[config.mk]
export PLATFORM = sky130hd
export DESIGN_NAME = ascon_arbiter
export DESIGN_NICKNAME = d
export VERILOG_FILES = /design/src/rtl/ascon_arbiter.sv
export SDC_FILE = /design/constraint.sdc
export NUM_CORES = 1
export LEC_CHECK = 0
export BUFFER_PORTS_ARGS = -buffer_cell sky130_fd_sc_hd__buf_4
export CAP_MARGIN = 40
export CORE_AREA = 2 2 173 175
export CTS_CLUSTER_DIAMETER = 60
export CTS_CLUSTER_SIZE = 30
export DETAILED_ROUTE_END_ITERATION = 10
export DIE_AREA = 0 0 175 177
export PLACE_DENSITY = 0.47
export SLEW_MARGIN = 20
export SYNTH_ARGS = -nofsm -noshare
export SYNTH_HDL_FRONTEND = slang
export SYNTH_SLANG_ARGS = --single-unit
[constraint.sdc]
create_clock -name clk -period 3.78 [get_ports clk]
set_input_delay 0.756 -clock clk [delete_from_list [all_inputs] [get_ports clk]]
set_output_delay 0.756 -clock clk [all_outputs]
set_load 0.05 [all_outputs]
[src/rtl/ascon_arbiter.sv]
// Round-robin arbiter sharing one Ascon AEAD core between two block-stream requesters.
// A grant spans a whole message and ends once both the input last and output last beats complete.
module ascon_arbiter #(
  parameter int BLOCK_LENGTH = 64,
  parameter int COUNT_WIDTH  = 16
) (
  input  logic                    clk,
  input  logic                    rst,

  input  logic                    r0_mode,
  input  logic [BLOCK_LENGTH-1:0] r0_block_in,
  input  logic                    r0_block_in_valid,
  input  logic                    r0_block_in_last,
  output logic                    r0_block_in_ready,
  output logic [BLOCK_LENGTH-1:0] r0_block_out,
  output logic                    r0_block_out_valid,
  output logic                    r0_block_out_last,
  input  logic                    r0_block_out_ready,

  input  logic                    r1_mode,
  input  logic [BLOCK_LENGTH-1:0] r1_block_in,
  input  logic                    r1_block_in_valid,
  input  logic                    r1_block_in_last,
  output logic                    r1_block_in_ready,
  output logic [BLOCK_LENGTH-1:0] r1_block_out,
  output logic                    r1_block_out_valid,
  output logic                    r1_block_out_last,
  input  logic                    r1_block_out_ready,

  output logic                    core_mode,
  output logic [BLOCK_LENGTH-1:0] core_block_in,
  output logic                    core_block_in_valid,
  output logic                    core_block_in_last,
  input  logic                    core_block_in_ready,
  input  logic [BLOCK_LENGTH-1:0] core_block_out,
  input  logic                    core_block_out_valid,
  input  logic                    core_block_out_last,
  output logic                    core_block_out_ready,

  output logic                    busy,
  output logic                    grant,
  output logic [COUNT_WIDTH-1:0]  r0_count,
  output logic [COUNT_WIDTH-1:0]  r1_count
);

  typedef enum logic {IDLE, ACTIVE} state_t;

  state_t state;
  logic   last_grant;
  logic   mode_q;
  logic   in_done;
  logic   out_done;

  logic   in_fire;
  logic   out_fire;
  logic   release_now;
  logic   winner;
  logic   any_req;

  assign busy = (state == ACTIVE);

  // NOTE: every signal written here gets a default first, so no latch is inferred.
  always_comb begin
    core_mode            = 1'b0;
    core_block_in        = '0;
    core_block_in_valid  = 1'b0;
    core_block_in_last   = 1'b0;
    core_block_out_ready = 1'b0;
    r0_block_in_ready    = 1'b0;
    r0_block_out         = '0;
    r0_block_out_valid   = 1'b0;
    r0_block_out_last    = 1'b0;
    r1_block_in_ready    = 1'b0;
    r1_block_out         = '0;
    r1_block_out_valid   = 1'b0;
    r1_block_out_last    = 1'b0;
    if (state == ACTIVE) begin
      core_mode = mode_q;
      if (grant == 1'b0) begin
        core_block_in        = r0_block_in;
        core_block_in_valid  = r0_block_in_valid;
        core_block_in_last   = r0_block_in_last;
        r0_block_in_ready    = core_block_in_ready;
        r0_block_out         = core_block_out;
        r0_block_out_valid   = core_block_out_valid;
        r0_block_out_last    = core_block_out_last;
        core_block_out_ready = r0_block_out_ready;
      end else begin
        core_block_in        = r1_block_in;
        core_block_in_valid  = r1_block_in_valid;
        core_block_in_last   = r1_block_in_last;
        r1_block_in_ready    = core_block_in_ready;
        r1_block_out         = core_block_out;
        r1_block_out_valid   = core_block_out_valid;
        r1_block_out_last    = core_block_out_last;
        core_block_out_ready = r1_block_out_ready;
      end
    end
  end

  // Handshakes are seen on the core side, so they are already gated to the granted requester.
  assign in_fire     = core_block_in_valid & core_block_in_ready & core_block_in_last;
  assign out_fire    = core_block_out_valid & core_block_out_ready & core_block_out_last;
  assign release_now = (in_done | in_fire) & (out_done | out_fire);

  assign any_req = r0_block_in_valid | r1_block_in_valid;
  assign winner  = (r0_block_in_valid & r1_block_in_valid) ? ~last_grant : r1_block_in_valid;

  // NOTE: all state below uses non-blocking assignments so every register samples pre-edge values.
  always_ff @(posedge clk) begin
    if (rst) begin
      state      <= IDLE;
      grant      <= 1'b0;
      last_grant <= 1'b1;
      mode_q     <= 1'b0;
      in_done    <= 1'b0;
      out_done   <= 1'b0;
      r0_count   <= '0;
      r1_count   <= '0;
    end else if (state == IDLE) begin
      if (any_req) begin
        state    <= ACTIVE;
        grant    <= winner;
        mode_q   <= winner ? r1_mode : r0_mode;
        in_done  <= 1'b0;
        out_done <= 1'b0;
      end
    end else begin
      if (in_fire)  in_done  <= 1'b1;
      if (out_fire) out_done <= 1'b1;
      if (release_now) begin
        state      <= IDLE;
        last_grant <= grant;
        if (grant == 1'b0) begin
          if (r0_count != '1) r0_count <= r0_count + COUNT_WIDTH'(1);
        end else begin
          if (r1_count != '1) r1_count <= r1_count + COUNT_WIDTH'(1);
        end
      end
    end
  end

endmodule

After elaboration in Yosys (flattened, before gate mapping)
Cells that the tools add are included.
- add/subtract/negate cells: 2
- equal/unequal tests: 4
- muxes and demuxes: 35
- bitwise operators: 12
- reductions and logical operators: 7
- operators by type and width (cell ; count):
    $mux W64 ; 6
    $add A16 B1 Y16 const B ; 2
    $ne A16 B16 Y1 const B ; 2
    $mux W1 ; 29
    $reduce_and A2 Y1 ; 4
    $reduce_and A4 Y1 ; 2
    $and A1 B1 Y1 ; 6
    $ne A2 B1 Y1 const B ; 2
    $not A1 Y1 ; 3
    $or A1 B1 Y1 ; 3
    $reduce_bool A2 Y1 ; 1
- bits in registers: 38
- bits of input ports: 205
- output and inout bits: 236
- word-level logic and storage cells: 68

Longest topological paths before layout
Gate-level depths: netlist of run 1.
- word-level depth: 8
- mapped depth: 7
- depth with buffers taken out: 6

Worst setup path before layout of run 1
No wires, ideal clock.
- path kind: register to output
- from: reg grant
- to: out core_block_in[41]
- data arrival time: 2.300 ns
- required time: 3.024 ns
- path slack: 0.724 ns
- stages on the path, launching flop included: 5
- path buffers: 2
- cell sequence: dfxtp_1 clkbuf_1 buf_1 mux2i_1 nor2b_1
- longest elaborated chain between the ends: 2
- RTL lines (item ; RTL line ; RTL):
    start: declaration ; 41 ; output logic grant,
    start signal: assignment ; 123 ; grant <= winner;
    $mux W64 ; 79 ; if (grant == 1'b0) begin
    $mux W64 ; 77 ; if (state == ACTIVE) begin
    end: declaration ; 31 ; output logic [BLOCK_LENGTH-1:0] core_block_in,
Every way passes these cells.

Worst setup path in the final report of run 1
- from: reg state, in the netlist busy
- to: out r1_block_out[61]
- longest elaborated chain between the ends: 1
- RTL lines (item ; RTL line ; RTL):
    start: declaration ; 48 ; state_t state;
    start signal: assignment ; 112 ; state <= IDLE;
    start signal: assignment ; 122 ; state <= ACTIVE;
    start signal: assignment ; 132 ; state <= IDLE;
    $mux W64 ; 77 ;
    end: declaration ; 25 ; output logic [BLOCK_LENGTH-1:0] r1_block_out,
Every way passes these cells.

==> out/qor.csv, run 1 <==
stage;metric;value;unit
synth;synth_edf_count;0;
synth;synth_nets;746;
global_routing;grt_max_degree;137;
setup_path;cp_slowest_cell;dfxtp_4;
synth;synth.ff_latch_count;38;
die;die_y;177;um
synth;synth-main-ff-cell;dfxtp_1;
setup_path;cp_common_cell;buf_4;
final_layout;nets;1153;
synth;syn-mean-instance-area;7.42;um2
drt;drt-total-wl;22800;um
pwr;p_clk_frac;0.231;
flow_run;maxCapViolations;0;
timing;finalCriticalPeriod;2.86;ns
placed_design;detailed_place_hpwl;18600;um
pwr;power.share.switching;0.434;
pwr;seqPwrFrac;0.227;
setup_path;worstReg2RegStart;busy;
hold_path;hold_start;out_done;
pwr;p_per_area;234;nW/um2
final_layout;multi_input_area;3050;um2
timing;worst_pin_slew;0.908;ns
die;rows;63;
setup_path;startpoint;busy;
cts;root_buffer;clkbuf_16;
global_routing;grt_usage;0.132;
pwr;power_frac_comb;0.542;
synth;ys_async_sr_fraction;0;
setup_path;crit_family;buffers and inverters;
final_layout;utilization;0.268;
cts;cts.sinks;38;
final_layout;area_growth;96.0;%
final_layout;layout_commonest_cell;buf_4;
drt;vias;5395;
die;io_pins;441;
setup_path;crit_chain;buf_4 -> and3_1 -> buf_4;
synth;synth.cell_area;4000;um2
hold_path;worstHoldPathType;register to register;
timing;slew_headroom;0.395;
setup_path;max_stage_delay;0.67;ns
global_routing;antenna_found_initial;0;
setup_path;endpoint_kind;output port;
drt;drc_errors;0;
cts;cts_setup_buffers;0;
pwr;peakVddDrop;0.146;mV
placed_design;io_buffers;440;
global_routing;grt.overflow.total;0;
synth;ys.warnings.count;0;
timing;fmax;0.350;GHz
cts;cts.htree.levels;2;
drt;first_iter_violations;221;
global_routing;grt_pass1_wl;31800;um
synth;synthCells;539;
final_layout;regArea;768;um2
drt;drtAntennaViolNets;0;
timing;tns;0;ns
drt;firstDrtPassIters;4;
die;die-area;31000;um2
cts;cts_tree;built;
cts;clk_latency;0.28;ns
synth;yosysUniqueCellTypes;43;
timing;finalSetupViolCount;0;
die;core_area;29200;um2
pwr;p_int;0.00104;W
synth;seq_area_frac_synth;0.190;
die;die_w;175;um
timing;slew_viol_final;0;
timing;period_share;0.756;
setup_path;crit_type;register to output port;
pwr;p_sw;0.000797;W
cts;clk_pin_slew;0.06;ns
pwr;leakage;3.83;nW
cts;cts_resized;0;
final_layout;nFillCells;3236;
cts;cts_made_buffers;5;
drt;viasPerCell;4.04;
setup_path;critPathRequiredTime;3.02;ns
cts;cts.path.max_buffers;2;
setup_path;worstPathMaxFanout;84;
cts;cts_hold_buf;0;
timing;skew;0.00824;ns
timing;rsz0062_at_grt;false;
global_routing;grt_pass1_vias;4915;
final_layout;drive_gt1_frac;0.487;
die;start_util;0.137;
setup_path;cp.arrival;2.10;ns
setup_path;path_buf_inv;2;
final_layout;antenna_cells;0;
run_status;outcome;complete, no violations;
final_layout;final_cell_mix;buf_4 (444), nor2b_1 (73), and3_1 (72);
drt;wl_per_cell;17.1;um
placed_design;gp_congestion;0.823;
setup_path;worst_setup_path_start_kind;register;
timing;hold_viol;0;
metrics by stage:
| stage | hold WS [ns] | std cells | area (um2) | total power [W] | setup slack [ns] |
|---|---|---|---|---|---|
| after CTS | 0.489 | 1336 | 7820 | 0.00186 | 0.570 |
| after global placement | 0.475 | 1328 | 7670 | 0.00142 | 0.894 |
| final | 0.487 | 1337 | 7840 | 0.00184 | 0.921 |
| after floorplan | 0.456 | 539 | 4000 | 0.00101 | 0.724 |
| after detailed placement | 0.480 | 1328 | 7670 | 0.00142 | 0.838 |
| after global routing | 0.524 | 1337 | 7840 | 0.00192 | 0.706 |
registers in the layout, indices dropped and copies added, names as in the netlist:
| name | flops |
|---|---|
| mode_q | 1 |
| r0_count | 16 |
| in_done | 1 |
| busy | 1 |
| r1_count | 16 |
| grant | 1 |
| last_grant | 1 |
| out_done | 1 |
worst min-delay path, cell delays in order, from the launching register on:
cell     delay [ns]
dfxtp_1        0.31
o21ai_0        0.07
a21oi_1        0.06
routing by layer:
metal	GRT usage	vias up	routed length [um]
li1	-	2699	-
met1	0.176	2510	10200
met2	0.226	180	11200
met3	0.0245	6	1300
met4	0.0170	0	121
met5	0	-	0
Yosys cell counts (2+ instances only):
library cell,n,area share
a21oi_1,16,0.020
a31o_1,2,0.0044
and2_1,69,0.11
and2b_1,2,0.0038
and3_1,72,0.11
buf_2,5,0.0063
clkbuf_1,40,0.038
dfxtp_1,38,0.19
ha_1,2,0.0063
inv_1,2,0.0019
mux2_1,4,0.011
mux2i_1,69,0.17
nand2_1,14,0.013
nand3_1,19,0.024
nand4_1,12,0.019
nor2_1,28,0.026
nor2b_1,73,0.11
nor3_1,4,0.0050
nor4_1,7,0.011
nor4b_1,2,0.0044
o21ai_0,9,0.011
o21ai_1,2,0.0025
o31ai_1,5,0.0094
or2_2,2,0.0031
or3_1,8,0.013
or4_1,7,0.013
xnor2_1,9,0.020
xor2_1,2,0.0044
power groups by stage:
stage / registers, W / clock network [W] / logic [W]
after floorplan: 0.000419 / 0 / 0.000587
after global placement: 0.000426 / 0 / 0.000995
after detailed placement: 0.000426 / 0 / 0.000997
after CTS: 0.000417 / 0.000441 / 0.000998
after global routing: 0.000418 / 0.000455 / 0.00104
final: 0.000416 / 0.000424 / 0.000996
cell families (layout without fill, tap and decap cells):
group / count (synthesis) / in the layout / share of synthesized area
compound gates: 41 / 41 / 0.0629
buf+inv: 48 / 456 / 0.0466
flops: 38 / 38 / 0.190
fa+ha+maj: 2 / 2 / 0.00626
simple gates: 326 / 326 / 0.486
mux: 73 / 73 / 0.184
xor+xnor: 11 / 11 / 0.0241
final timing paths:
kind / end / slack [ns] / depth (start not counted)
worst max-delay path: r1_block_out[61] / 0.92 / 3
worst min register to register: out_done / 0.49 / 2
worst max register to register: r1_count[14] / 1.33 / 5
worst min-delay path: out_done / 0.49 / 2
area by class of cell:
type,count,area share
clock inverters,1,0.000639
clock buffers,7,0.0182
inverters,2,0.000958
well taps,390,0.0623
flip-flops and latches,38,0.0980
repair buffers,446,0.430
multi-input cells,453,0.390
(Power assumes the default switching activity.)
==> run 2, diff against run 1 <==
ABC_AREA = 1   (was default)
CORE_AREA = 2 2 171 173   (was 2 2 173 175)
DIE_AREA = 0 0 173 175   (was 0 0 175 177)
clock period = 2.7 ns   (was 3.78 ns; I/O delays follow)
==> out/qor.csv, run 2 <==
stage;metric;value;unit
placed_design;gp_congestion;0.800;
pwr;p_clk_frac;0.297;
pwr;power.share.switching;0.417;
setup_path;cp.arrival;2.06;ns
die;core_area;28400;um2
synth;synthCells;669;
setup_path;worstPathMaxFanout;74;
final_layout;drive_gt1_frac;0.449;
synth;yosys.area.top_type;nor2_1;
final_layout;area_growth;103;%
synth;synth-main-ff-cell;dfxtp_1;
setup_path;endpoint_kind;output port;
final_layout;final_cell_mix;buf_4 (447), nor2_1 (218), inv_1 (129);
synth;synth_area_leaders;nor2_1 (21%), dfxtp_1 (20%), a22o_1 (15%);
drt;firstDrtPassIters;4;
placed_design;io_buffers;440;
drt;wl_per_cell;17.4;um
drt;drc_errors;0;
synth;synth.cell_area;3820;um2
synth;ys.warnings.count;0;
cts;cts_setup_buffers;0;
setup_path;critPathRequiredTime;2.16;ns
synth;synth.ff_latch_count;38;
placed_design;dpl_cell_area;7560;um2
cts;cts_tree;built;
final_layout;top_regs;r0_count x16, r1_count x16;
pwr;power_frac_comb;0.494;
cts;cts.sinks;38;
pwr;p_int;0.00159;W
pwr;p_sw;0.00114;W
timing;slew_headroom;0.414;
timing;fmax;0.385;GHz
synth;ys_async_sr_fraction;0;
timing;finalSetupViolCount;0;
timing;worst_pin_slew;0.880;ns
global_routing;grt_pass1_wl;36300;um
timing;hold_viol;0;
synth;syn-mean-instance-area;5.72;um2
pwr;leakage;4.42;nW
cts;clk_pin_slew;0.06;ns
die;rows;62;
die;die-area;30300;um2
timing;slew_viol_final;0;
timing;rsz0062_at_grt;false;
global_routing;grt_max_degree;75;
drt;vias;5713;
pwr;seqPwrFrac;0.209;
drt;drtAntennaViolNets;0;
synth;yosys.area.top_type_share;0.214;
timing;skew;0.00441;ns
synth;yosysUniqueCellTypes;31;
synth;synth_most_common_cell;nor2_1;
die;io_pins;441;
cts;cts_hold_buf;0;
global_routing;grt.overflow.total;0;
timing;tns;0;ns
setup_path;worst_setup_path_start_kind;register;
synth;seq_area_frac_synth;0.199;
final_layout;layout_commonest_cell;buf_4;
global_routing;grt_usage;0.159;
cts;clk_latency;0.29;ns
placed_design;detailed_place_hpwl;21800;um
cts;cts_made_buffers;5;
timing;period_share;0.961;
drt;drt-total-wl;25700;um
global_routing;antenna_found_initial;3;
final_layout;design_area;7760;um2
cts;cts_resized;0;
die;start_util;0.135;
hold_path;worstHoldPathType;primary input to register;
pwr;p_per_area;351;nW/um2
global_routing;grt_pass1_vias;5366;
pwr;peakVddDrop;0.267;mV
cts;cts.path.max_buffers;2;
run_status;outcome;complete, no violations;
synth;synth_commonest_cells;nor2_1 (218), inv_1 (129), nand2_1 (96);
cts;root_buffer;clkbuf_16;
cts;cts.htree.levels;2;
drt;first_iter_violations;269;
synth;synth_edf_count;0;
final_layout;nFillCells;3220;
drt;viasPerCell;3.87;
die;die_w;173;um
setup_path;crit_type;register to output port;
timing;finalCriticalPeriod;2.60;ns
final_layout;nets;1298;
synth;synth_nets;876;
die;die_y;175;um
flow_run;maxCapViolations;0;
## run 2: cell types whose count changed in the layout (fill, tap and decap cells not counted), sizes merged, moves of 9 or more
cell,before,now
nor2,28,222
inv,2,132
nand2,14,103
nor2b,73,0
and3,72,0
and2,69,0
mux2i,69,0
a22o,0,64
a21oi,16,7
xnor2,9,0
## run 2: area by class of cell
cell class	count	area (um2)	share of cell area
well taps	384	480	0.0619
multi-input cells	464	2400	0.310
clock inverters	2	60.1	0.00774
diodes	2	5.00	0.000645
inverters	132	495	0.0639
repair buffers	450	3420	0.440
flip-flops and latches	38	761	0.0980
clock buffers	6	139	0.0179
## run 2: metrics by stage
stage | instances | hold slack, ns | power [W] | utilization | setup WS [ns]
3_5_place_dp | 1468 | 0.469 | 0.00194 | 0.266 | 0.468
2_1_floorplan | 669 | 0.446 | 0.00136 | - | 0.0246
3_3_place_gp | 1468 | 0.465 | 0.00194 | 0.266 | 0.529
4_1_cts | 1476 | 0.447 | 0.00275 | 0.273 | 0.149
6_report | 1478 | 0.451 | 0.00273 | 0.273 | 0.104
5_1_grt | 1477 | 0.453 | 0.00283 | 0.273 | 0.0409
## run 2: cells by family after synthesis
kind of cell | after synthesis | synth area share
AOI/OAI and AO/OA | 86 | 0.177
xor gates and xnor gates | 2 | 0.00458
adders and majority gates | 2 | 0.00654
buffers and inverters | 167 | 0.176
DFF | 38 | 0.199
and+or+nand+nor | 374 | 0.437
## run 2: path summary, 6_finish.rpt
path,startpoint,to,slack (ns),cells past startpoint
setup reg to reg,grant,r0_count[13],0.63,11
hold reg to reg,out_done,out_done,0.48,2
hold / removal,rst,grant,0.45,2
setup / recovery,grant,r0_block_out[50],0.10,5
## run 2: power groups by stage
| stage | logic [W] | clock network, W | registers, W |
|---|---|---|---|
| finish | 0.00135 | 0.000810 | 0.000570 |
| global route | 0.00141 | 0.000856 | 0.000570 |
| CTS | 0.00136 | 0.000828 | 0.000570 |
| detailed placement | 0.00135 | 0 | 0.000583 |
| global placement | 0.00135 | 0 | 0.000583 |
| floorplan | 0.000777 | 0 | 0.000586 |
## run 2: per-layer routing
layer  share of wire  GRT usage
met5         0.00047          0
met4           0.022     0.0399
met3           0.061     0.0383
met2            0.49      0.272
met1            0.42      0.199
## run 2: worst max-delay path, stage by stage (launching register included)
cell	delay, ns
dfxtp_1	0.49
inv_2	0.11
nand2_4	0.07
buf_4	0.64
nor2_1	0.13
buf_4	0.23
